### src/rtl/timer_counter.sv
// Memory-mapped countdown timer with CTRL/PRESET/COUNT registers and an
// interrupt request. Counts down from PRESET once enabled, raises irq_flag on
// expiry, and either stops (one-shot) or reloads (auto-reload).
module timer_counter #(
    parameter logic [31:0] PRESET_RST = 32'h0
) (
    input  logic        clk,
    input  logic        reset,
    input  logic        sel,
    input  logic [1:0]  addr,
    input  logic [3:0]  byteen,
    input  logic [31:0] wdata,
    output logic [31:0] rdata,
    output logic        irq
);

    localparam logic [1:0] ADDR_CTRL   = 2'd0;
    localparam logic [1:0] ADDR_PRESET = 2'd1;
    localparam logic [1:0] ADDR_COUNT  = 2'd2;

    typedef enum logic [1:0] {
        StIdle,
        StLoad,
        StCnt,
        StInt
    } state_e;

    state_e      state_q;
    logic [3:0]  ctrl_q;     // [0] EN, [2:1] MODE, [3] IM
    logic [31:0] preset_q;
    logic [31:0] count_q;
    logic        irq_flag_q;

    logic        wr_access;
    logic        wr_ctrl;
    logic        wr_preset;
    logic [31:0] preset_merged;
    logic        ctrl_en;
    logic        mode_reload;

    assign wr_access   = sel && (byteen != 4'b0000);
    assign wr_ctrl     = wr_access && (addr == ADDR_CTRL);
    assign wr_preset   = wr_access && (addr == ADDR_PRESET);
    assign ctrl_en     = ctrl_q[0];
    // MODE 1x behaves like one-shot, so only 01 selects auto-reload.
    assign mode_reload = (ctrl_q[2:1] == 2'b01);

    // Merge the enabled byte lanes of wdata into the current PRESET value.
    always_comb begin
        preset_merged = preset_q;
        for (int k = 0; k < 4; k++) begin
            if (byteen[k]) begin
                preset_merged[8*k +: 8] = wdata[8*k +: 8];
            end
        end
    end

    // Register file and counting FSM; later assignments take priority, which
    // gives CPU CTRL writes precedence over the FSM's EN clear and lets an
    // expiry set irq_flag even if a write acknowledges in the same cycle.
    always_ff @(posedge clk or negedge reset) begin
        if (!reset) begin
            state_q    <= StIdle;
            ctrl_q     <= 4'b0000;
            preset_q   <= PRESET_RST;
            count_q    <= 32'd0;
            irq_flag_q <= 1'b0;
        end else begin
            // Any CPU write to CTRL or PRESET acknowledges the interrupt.
            if (wr_ctrl || wr_preset) begin
                irq_flag_q <= 1'b0;
            end
            if (wr_preset) begin
                preset_q <= preset_merged;
            end

            unique case (state_q)
                StIdle: begin
                    if (ctrl_en) begin
                        state_q <= StLoad;
                    end
                end
                StLoad: begin
                    count_q <= preset_q;
                    state_q <= StCnt;
                end
                StCnt: begin
                    if (!ctrl_en) begin
                        state_q <= StIdle;
                    end else if (count_q > 32'd1) begin
                        count_q <= count_q - 32'd1;
                    end else begin
                        // PRESET of 0 or 1 both expire here without underflow.
                        count_q    <= 32'd0;
                        irq_flag_q <= 1'b1;
                        state_q    <= StInt;
                    end
                end
                StInt: begin
                    if (mode_reload) begin
                        irq_flag_q <= 1'b0;
                        state_q    <= StLoad;
                    end else begin
                        ctrl_q[0] <= 1'b0;
                        state_q   <= StIdle;
                    end
                end
                default: begin
                    state_q <= StIdle;
                end
            endcase

            if (wr_ctrl && byteen[0]) begin
                ctrl_q <= wdata[3:0];
            end
        end
    end

    // Read mux, combinational on addr; sel is not required for reads.
    always_comb begin
        case (addr)
            ADDR_CTRL:   rdata = {28'b0, ctrl_q};
            ADDR_PRESET: rdata = preset_q;
            ADDR_COUNT:  rdata = count_q;
            default:     rdata = 32'd0;
        endcase
    end

    // Interrupt is masked by CTRL.IM.
    assign irq = irq_flag_q & ctrl_q[3];

endmodule

### config.mk
export PLATFORM = sky130hd
export DESIGN_NAME = timer_counter
export DESIGN_NICKNAME = d
export VERILOG_FILES = /design/src/rtl/timer_counter.sv
export SDC_FILE = /design/constraint.sdc
export NUM_CORES = 1
export LEC_CHECK = 0
export ABC_CLOCK_PERIOD_IN_PS = 3300
export CORE_MARGIN = 1
export CORE_UTILIZATION = 45
export CTS_CLUSTER_DIAMETER = 100
export CTS_CLUSTER_SIZE = 14
export DETAILED_ROUTE_END_ITERATION = 8
export HOLD_SLACK_MARGIN = 0.08
export PLACE_DENSITY = 0.68
export SLEW_MARGIN = 10
export SYNTH_ARGS = -nofsm -noshare
export SYNTH_HDL_FRONTEND = slang
export SYNTH_SLANG_ARGS = --single-unit
### constraint.sdc
create_clock -name clk -period 3.3 [get_ports clk]
set_input_delay 0.66 -clock clk [delete_from_list [all_inputs] [get_ports clk]]
set_output_delay 0.66 -clock clk [all_outputs]
set_load 0.05 [all_outputs]
Yosys cells after proc, flatten, opt, wreduce, memory -nomap -nowiden
Cells that the tools add are included.

storage, ports and cells
  register bits = 71
  output and inout bits = 33
  word-level logic and storage cells = 56

operators by class
  add/sub/neg operators = 1
  magnitude comparators = 1
  equality and inequality tests = 10
  mux-type cells = 17
  bitwise gates (word level) = 1
  reductions and logical operators = 17

operator list
  kind                     number
  $pmux W32 S3             1
  $mux W32                 2
  $pmux W32 S2             1
  $gt A32 B1 Y1 const B    1
  $sub A32 B1 Y32 const B  1
  $reduce_and A2 Y1        7
  $mux W1                  8
  $pmux W2 S4              1
  $eq A2 B1 Y1 const B     3
  $eq A2 B2 Y1 const B     3
  $mux W2                  3
  $logic_and A1 B1 Y1      4
  $logic_not A2 Y1         2
  $ne A2 B2 Y1 const B     2
  $reduce_bool A2 Y1       2
  $reduce_bool A4 Y1       1
  $ne A3 B3 Y1 const B     1
  $ne A2 B1 Y1 const B     1
  $pmux W1 S2              1
  $and A1 B1 Y1            1
  $logic_or A1 B1 Y1       1

Logic depth before layout (Yosys ltp)
Gate-level depths: netlist (run 1).

  depth in word-level cells = 8
  mapped depth = 8

Worst setup path before layout (run 1)
OpenSTA, ideal clock, no wires.

  path type = input to output
  start = input addr[1]
  end = output rdata[10]
  arrival time = 2.164 ns
  data required time = 2.640 ns
  slack = 0.476 ns
  stages on the path = 5
  path buffers = 3
  cells stage by stage = clkbuf_1 > nor2b_1 > clkbuf_1 > buf_1 > a22o_1

on the way
  longest elaborated chain between the ends = 2
  elaborated cells between the ends (all ways) = 4

ends and longest elaborated chain
  element                                     line  source
  start: declaration                          10    input logic [1:0] addr,
  $eq A2 B2 Y1, or another cell as far along  121   case (addr)
  $pmux W32 S3 *                              121
  end: declaration                            13    output logic [31:0] rdata,

Every way passes the cells marked *; elsewhere a longest branch is shown, timed or not.

Worst setup path in the final report (run 1)
  start = input addr[1]
  end = output rdata[26]

Same word-level chain as after synthesis.

==> results.py, run 1 <==
metrics = {
    "place": {
        "port_buffers": 73,
        "dpl_cell_area_sq_um": 5230,
        "place.gp.congestion": 0.916,
        "numPlacedInstances": 564,
        "pre_cts_ws_ps": 426,
        "hpwl_um": 7370,
    },
    "floorplan": {
        "chipWidth_um": 96.8,
        "core_sq_um": 8720,
        "dieArea_sq_um": 9360,
        "start_util_pct": 46.3,
        "row_count": 34,
        "die_h_um": 96.8,
        "io-pin-count": 74,
    },
    "job": {
        "cap_violations": 0,
    },
    "synth": {
        "yosysWarningCount": 0,
        "synth_fa_ha_area_share_pct": 0.619,
        "synth_edf_count": 0,
        "synth_cell_type_count": 50,
        "synth_fp_nets": 440,
        "ys.flop_type": "dfrtp_1",
        "synth_area_per_cell_sq_um": 10.2,
        "synth_cells": 397,
        "muxShareOfSynthArea_pct": 11.5,
        "synthArstFlopShare_pct": 100,
        "synth_xor_area_share_pct": 0,
        "netlist_area_sq_um": 4040,
        "synth_compound_area_share_pct": 24.1,
        "yosysSeqAreaShare_pct": 44.0,
        "synth_top_family_by_area": "compound AO/OA/AOI/OAI gates",
        "yosys.area_share.simple_pct": 16.1,
        "synth_seq_cells": 71,
    },
    "detailed_routing": {
        "drc_errors": 0,
        "dr_total_vias": 3673,
        "drt-initial-drc-count": 258,
        "wl_per_cell_um": 18.3,
        "drt-vias-per-instance": 6.33,
        "detail-route-antenna-nets": 0,
        "wirelength_um": 10600,
        "drtPass1Iterations": 5,
    },
    "clock_tree": {
        "cts_sinks": 71,
        "clock_latency_ps": 360,
        "h-tree-depth": 3,
        "cts_resized": 0,
        "ctsHoldBuffers": 0,
        "clockBufferDepth": 2,
        "postCtsSetupBuffers": 0,
        "clockRootBuffer": "clkbuf_8",
        "cts_tree": "yes",
        "cts_buffers": 9,
        "clkTransAtPathRegs_ps": 90,
    },
    "setup_path": {
        "crit_fanout": 14,
        "start_kind": "input pin",
        "critPathArrivalTime_ps": 2230,
        "cp.required_ps": 2640,
        "worstSetupPathType": "input pin to output pin",
        "crit_path_end_kind": "output pin",
    },
    "final_layout": {
        "antenna_cells": 0,
        "utilization_pct": 62.0,
        "final_area_sq_um": 5410,
        "drive_above_1_share_pct": 22.9,
        "syn2layout_area_growth_pct": 33.9,
        "final_cells": 580,
        "nNetsFinal": 510,
        "layout_common_cells": "71 x dfrtp_1, 40 x clkdlybuf4s50_1, 35 x mux2_2",
        "final_common_cell": "dfrtp_1",
    },
    "grt": {
        "grtUsageTotal_pct": 23.6,
        "grt-ovfl-total": 0,
        "antenna_found_initial": 0,
        "grt_pass1_wl_um": 17800,
        "grt_pass1_vias": 3531,
        "grt_max_degree": 72,
    },
    "timing": {
        "finalHoldViolCount": 0,
        "finalHoldWorstSlack_ps": 311,
        "rsz0062_at_grt": "no",
        "fin_crit_ps": 2890,
        "setup_slack_ps": 412,
        "finalClockSkew_ps": 13.9,
        "slew_headroom_pct": 35.6,
        "slew_violations": 0,
        "finalCritPeriodShare_pct": 87.5,
        "setup-tns-final_ps": 0,
        "setup_violations": 0,
        "clock.fmax_mhz": 346,
        "tightest_slew_ps": 957,
    },
    "power": {
        "p_leak_nw": 2.19,
        "power.density_nw_per_um2": 822,
        "fin_total_pwr_mw": 4.45,
        "vdd_ir_drop_max_mv": 0.343,
    },
    "min_path": {
        "hold_class": "input pin to asynchronous set/reset pin",
    },
    "status": {
        "status": "complete, no violations",
    },
}
layer usage:
metal	track usage [%]	part of all wire (%)	up-vias
met4	9.53	1.9	0
met5	0	0	-
met3	4.55	5.6	20
met1	31.9	45	1810
met2	37.4	47	152
li1	-	-	1691
Yosys cell counts, drive strengths merged (7+ instances only):
master / instances / area (sq um)
a221o: 12 / 120
a22o: 34 / 298
buf: 7 / 43.8
clkbuf: 22 / 82.6
dfrtp: 71 / 1780
mux2: 35 / 394
mux2i: 7 / 70.1
nand2: 20 / 75.1
nand3: 7 / 35.0
nor2: 24 / 90.1
nor3: 13 / 65.1
nor4: 14 / 93.8
o21ai: 36 / 180
o22ai: 9 / 56.3
cell type report:
type	instances	area [sq um]
clock buffers	11	151
well taps	108	135
multi-input cells	291	2120
repair buffers	88	1170
clock inverters	5	32.5
flip-flops and latches	71	1780
inverters	6	22.5
fillers	679	3310
final timing paths:
kind                               from           end  slack [ps]  depth (start not counted)
hold / removal                    reset   preset_q[7]         310                          2
setup / recovery                addr[1]     rdata[26]         410                          5
min in group clk           preset_q[24]  preset_q[24]         540                          1
setup reg to reg             count_q[8]   count_q[27]         550                          6
hold reg to reg            preset_q[24]  preset_q[24]         540                          1
max in group asynchronous         reset   count_q[21]        2680                          2
worst max-delay path: stages:
cell and delay [ps]:
clkdlybuf4s50_1 720, nor2b_2 250, buf_4 220, a22o_1 230, buf_12 150
sequential cells by signal (all words and copies together), names as in the netlist:
name        flops
state_q         2
count_q        32
ctrl_q          4
irq_flag_q      1
preset_q       32
power by group:
| part | total [mW] | switching, mW | internal (mW) |
|---|---|---|---|
| logic | 2.17 | 1.16 | 1.01 |
| clock network | 0.658 | 0.346 | 0.311 |
| registers | 1.62 | 0.444 | 1.18 |
kinds of logic after synthesis:
family | after synthesis
flip-flops | 71
multiplexers | 42
AND/OR/NAND/NOR | 117
adder cells (fa/ha/maj) | 2
buffers and inverters | 35
AO/OA/AOI/OAI | 130
Note: power is estimated with default switching activity, not from simulation.
==> run 2: changes to the inputs <==
--- a/config.mk
+++ b/config.mk
@@ -5,7 +5,7 @@
 export SDC_FILE = /design/constraint.sdc
 export NUM_CORES = 1
 export LEC_CHECK = 0
-export ABC_CLOCK_PERIOD_IN_PS = 3300
+export ABC_CLOCK_PERIOD_IN_PS = 3500
 export CORE_MARGIN = 1
 export CORE_UTILIZATION = 45
 export CTS_CLUSTER_DIAMETER = 100
@@ -13,7 +13,6 @@
 export DETAILED_ROUTE_END_ITERATION = 8
 export HOLD_SLACK_MARGIN = 0.08
 export PLACE_DENSITY = 0.68
-export SLEW_MARGIN = 10
 export SYNTH_ARGS = -nofsm -noshare
 export SYNTH_HDL_FRONTEND = slang
 export SYNTH_SLANG_ARGS = --single-unit
==> constraint.sdc (replaced) <==
create_clock -name clk -period 3.5 [get_ports clk]
set_input_delay 0.7 -clock clk [delete_from_list [all_inputs] [get_ports clk]]
set_output_delay 0.7 -clock clk [all_outputs]
set_load 0.05 [all_outputs]
==> results.py, run 2 (same netlist as run 1, synthesis figures left out) <==
metrics = {
    "status": {
        "status": "complete, no violations",
    },
    "job": {
        "cap_violations": 0,
    },
    "clock_tree": {
        "ctsHoldBuffers": 0,
        "postCtsSetupBuffers": 0,
        "clockRootBuffer": "clkbuf_8",
        "cts_resized": 0,
        "clockBufferDepth": 2,
        "clkTransAtPathRegs_ps": 70,
        "cts_tree": "yes",
        "cts_buffers": 9,
        "cts_sinks": 71,
        "h-tree-depth": 3,
        "clock_latency_ps": 340,
    },
    "grt": {
        "use_met1_pct": 31.5,
        "grtUsageMet2_pct": 38.5,
        "grt_max_degree": 38,
        "grt-ovfl-total": 0,
        "grtUsageMet3_pct": 4.77,
        "grt-busiest-layer": "met2",
        "antenna_found_initial": 0,
        "grt_pass1_vias": 3644,
        "grtUsageTotal_pct": 23.9,
        "grt_pass1_wl_um": 18200,
    },
    "detailed_routing": {
        "drt-vias-per-instance": 6.23,
        "drtPass1Iterations": 5,
        "wl_per_cell_um": 18.3,
        "dr_total_vias": 3622,
        "drt-initial-drc-count": 252,
        "drc_errors": 0,
        "wirelength_um": 10600,
        "detail-route-antenna-nets": 0,
    },
    "floorplan": {
        "start_util_pct": 46.3,
        "dieArea_sq_um": 9360,
        "row_count": 34,
        "die_h_um": 96.8,
        "chipWidth_um": 96.8,
        "core_sq_um": 8720,
        "io-pin-count": 74,
    },
    "final_layout": {
        "fillerInstances": 697,
        "final_common_cell": "dfrtp_1",
        "final_cells": 581,
        "top_regs": "count_q (32), preset_q (32), ctrl_q (4)",
        "nNetsFinal": 511,
        "syn2layout_area_growth_pct": 34.6,
        "utilization_pct": 62.4,
        "antenna_cells": 0,
        "drive_above_1_share_pct": 22.4,
        "layout_common_cells": "71 x dfrtp_1, 40 x clkdlybuf4s50_1, 35 x mux2_2",
    },
    "timing": {
        "rsz0062_at_grt": "no",
        "slew_headroom_pct": 43.5,
        "finalCritPeriodShare_pct": 84.1,
        "setup-tns-final_ps": 0,
        "finalHoldViolCount": 0,
        "finalClockSkew_ps": 8.88,
        "setup_slack_ps": 558,
        "slew_violations": 0,
        "clock.fmax_mhz": 340,
        "tightest_slew_ps": 839,
        "fin_crit_ps": 2940,
        "setup_violations": 0,
    },
    "place": {
        "pre_cts_ws_ps": 564,
        "numPlacedInstances": 565,
        "hpwl_um": 7540,
        "port_buffers": 73,
        "place.gp.congestion": 0.908,
    },
    "setup_path": {
        "crit_fanout": 14,
        "worstSetupPathType": "input pin to output pin",
        "crit_path_end_kind": "output pin",
        "critPathArrivalTime_ps": 2240,
        "reg2reg_depth": 6,
        "start_kind": "input pin",
        "cp.required_ps": 2800,
    },
    "min_path": {
        "hold_class": "input pin to asynchronous set/reset pin",
    },
    "power": {
        "p_leak_nw": 2.21,
        "power.density_nw_per_um2": 788,
        "vdd_ir_drop_max_mv": 0.392,
        "fin_total_pwr_mw": 4.29,
    },
}
[run 2: power breakdown]
| part | internal, mW | switching [mW] |
|---|---|---|
| logic | 0.963 | 1.09 |
| registers | 1.11 | 0.421 |
| clock network | 0.400 | 0.301 |
| total | 2.48 | 1.81 |
[run 2: path summary, 6_finish.rpt]
kind                              startpoint      endpoint  slack, ps
worst max-delay path                 addr[1]     rdata[22]        560
worst min-delay path                   reset  preset_q[10]        460
worst max register to register    count_q[8]   count_q[12]        640
worst min register to register  preset_q[26]  preset_q[26]        540
max in group asynchronous              reset   count_q[29]       2360
min in group clk                preset_q[26]  preset_q[26]        540
[run 2: layout make-up]
| class | count | area [sq um] | share of cell area [%] |
|---|---|---|---|
| clock inverters | 4 | 70.1 | 1.29 |
| flip-flops and latches | 71 | 1780 | 32.7 |
| multi-input cells | 291 | 2120 | 39.0 |
| inverters | 6 | 22.5 | 0.414 |
| well taps | 108 | 135 | 2.48 |
| clock buffers | 12 | 135 | 2.48 |
| repair buffers | 89 | 1180 | 21.7 |
[run 2: through the flow]
step	hold WS, ps	instance area, sq um
floorplan	404	4040
global placement	516	5230
detailed placement	521	5230
CTS	485	5440
global route	517	5440
finish	461	5440
[run 2: per-layer routing]
layer / wire (um) / vias up
li1: - / 1697
met1: 4780 / 1777
met2: 4990 / 123
met3: 541 / 25
met4: 308 / 0
met5: 0 / -
[run 2: worst max-delay path, stage by stage]
cell	delay, ps
clkdlybuf4s50_1	690
nor2b_2	230
buf_4	230
a22o_1	230
buf_12	150
==> run 3: changes to the inputs <==
--- a/config.mk
+++ b/config.mk
@@ -5,14 +5,14 @@
 export SDC_FILE = /design/constraint.sdc
 export NUM_CORES = 1
 export LEC_CHECK = 0
-export ABC_CLOCK_PERIOD_IN_PS = 3500
+export ABC_CLOCK_PERIOD_IN_PS = 2380
 export CORE_MARGIN = 1
 export CORE_UTILIZATION = 45
 export CTS_CLUSTER_DIAMETER = 100
 export CTS_CLUSTER_SIZE = 14
 export DETAILED_ROUTE_END_ITERATION = 8
 export HOLD_SLACK_MARGIN = 0.08
-export PLACE_DENSITY = 0.68
+export PLACE_DENSITY = 0.71
 export SYNTH_ARGS = -nofsm -noshare
 export SYNTH_HDL_FRONTEND = slang
 export SYNTH_SLANG_ARGS = --single-unit
==> constraint.sdc (replaced) <==
create_clock -name clk -period 2.38 [get_ports clk]
set_input_delay 0.476 -clock clk [delete_from_list [all_inputs] [get_ports clk]]
set_output_delay 0.476 -clock clk [all_outputs]
set_load 0.05 [all_outputs]
==> results.py, run 3 (same netlist as run 1, synthesis figures left out) <==
metrics = {
    "place": {
        "hpwl_um": 7820,
        "numPlacedInstances": 594,
        "port_buffers": 73,
        "place.gp.congestion": 0.941,
    },
    "floorplan": {
        "chipWidth_um": 96.8,
        "row_count": 34,
        "dieArea_sq_um": 9360,
        "die_h_um": 96.8,
        "core_sq_um": 8720,
        "io-pin-count": 74,
        "start_util_pct": 46.3,
    },
    "detailed_routing": {
        "wirelength_um": 11800,
        "drtPass1Iterations": 5,
        "detail-route-antenna-nets": 0,
        "drt-initial-drc-count": 205,
        "drt-vias-per-instance": 6.22,
        "wl_per_cell_um": 19.1,
        "drc_errors": 0,
        "dr_total_vias": 3834,
    },
    "setup_path": {
        "path_cells": "or4_4, or4_4, o41ai_4, buf_6, buf_12, o21ai_1, a221o_1",
        "rrSetupSlack_ps": -80,
        "cpLargestDelayFamily": "simple AND/OR/NAND/NOR gates",
        "worstSetupPathType": "flop to flop",
        "crit_top_cell": "or4_4",
        "cp_slowest_cell": "or4_4",
        "worst-path-buf-inv": 2,
        "start_kind": "flop",
        "cp.required_ps": 2620,
        "slowest_delay_ps": 530,
        "critPathArrivalTime_ps": 2700,
        "crit_fanout": 11,
        "crit_path_end_kind": "flop",
    },
    "timing": {
        "finalHoldWorstSlack_ps": 127,
        "rsz0062_at_grt": "yes",
        "finalCritPeriodShare_pct": 103,
        "clock.fmax_mhz": 406,
        "slew_headroom_pct": 67.4,
        "slew_violations": 0,
        "finalHoldViolCount": 0,
        "finalClockSkew_ps": 11.8,
        "setup_slack_ps": -82.3,
        "setup_violations": 20,
        "tightest_slew_ps": 487,
        "fin_crit_ps": 2460,
    },
    "clock_tree": {
        "cts_sinks": 71,
        "cts_tree": "yes",
        "clock_latency_ps": 360,
        "h-tree-depth": 3,
        "clockRootBuffer": "clkbuf_8",
        "cts_buffers": 9,
        "clkTransAtPathRegs_ps": 70,
        "clockBufferDepth": 2,
    },
    "job": {
        "cap_violations": 0,
    },
    "final_layout": {
        "fillerInstances": 674,
        "top_regs": "count_q (32), preset_q (32), ctrl_q (4)",
        "drive_above_1_share_pct": 32.7,
        "nNetsFinal": 546,
        "final-seq-area_sq_um": 1780,
        "layout_common_cells": "71 x dfrtp_1, 43 x buf_4, 40 x clkdlybuf4s50_1",
        "multi_input_area_sq_um": 2170,
        "antenna_cells": 0,
        "final_common_cell": "dfrtp_1",
        "syn2layout_area_growth_pct": 45.3,
        "final_cells": 616,
    },
    "status": {
        "violations": "setup timing",
        "status": "finished with violations",
    },
    "grt": {
        "grt_max_degree": 72,
        "grt_pass1_vias": 3898,
        "grt_pass1_wl_um": 19600,
        "grt-ovfl-total": 0,
        "grtUsageTotal_pct": 26.1,
        "antenna_found_initial": 0,
    },
    "power": {
        "vdd_ir_drop_max_mv": 0.589,
        "power.density_nw_per_um2": 1180,
        "p_leak_nw": 2.45,
    },
    "min_path": {
        "hold_class": "input pin to asynchronous set/reset pin",
    },
}
[run 3: cell count changes in the layout (fill, tap and decap cells not counted), sizes merged]
cell	change
clkbuf	+2
buf	+34
clkinv	-1
[run 3: repair_timing]
item	4_1_cts	5_1_grt
endpoints found under the setup margin	18	23
gates cloned	2	1
gates resized for setup	3	3
hold buffers	0	0
buffers inserted	3	0
[run 3: path summary, 6_finish.rpt]
kind / from / endpoint / cells past startpoint
setup / recovery: count_q[25] / count_q[12] / 7
hold / removal: reset / preset_q[9] / 2
setup reg to reg: count_q[25] / count_q[12] / 7
hold reg to reg: preset_q[27] / preset_q[27] / 1
max in group asynchronous: reset / count_q[27] / 2
min in group clk: preset_q[27] / preset_q[27] / 1
[run 3: stage by stage]
step | setup slack, ps | util (%) | area (sq um) | power [mW] | setup TNS [ps]
global route | -138 | 67.3 | 5870 | 7.31 | -2250
floorplan | -75.4 | - | 4100 | 4.16 | -442
CTS | -88.7 | 66.9 | 5840 | 6.86 | -794
finish | -82.3 | 67.3 | 5870 | 6.94 | -948
global placement | -18.0 | 63.5 | 5530 | 5.52 | -128
detailed placement | -85.6 | 63.5 | 5530 | 5.62 | -775
[run 3: layout make-up]
type                            instances  area share [%]
Sequential cell                        71            30.3
Clock inverter                          3            1.11
Timing Repair Buffer                  124            26.2
Inverter                                6           0.383
Tap cell                              108            2.30
Multi-Input combinational cell        291            37.0
Clock buffer                           13            2.71
[run 3: worst reg2reg max path: stages, from the launching register on]
cell and delay (ps):
dfrtp_1 390, or4_4 530, or4_4 450, o41ai_4 270, buf_6 180, buf_12 140, o21ai_1 80, a221o_1 310
[run 3: layer usage]
layer / track usage (%) / share of wire, % / up-vias
met5: 0 / 0 / -
li1: - / - / 1763
met1: 34.5 / 43 / 1864
met3: 4.26 / 6.1 / 30
met2: 43.1 / 48 / 177
met4: 9.87 / 2.4 / 0
[run 3: power breakdown]
part	internal, mW	switching (mW)
Combinational	1.80	1.94
Sequential	1.64	0.455
Clock	0.647	0.461
Total	4.08	2.86
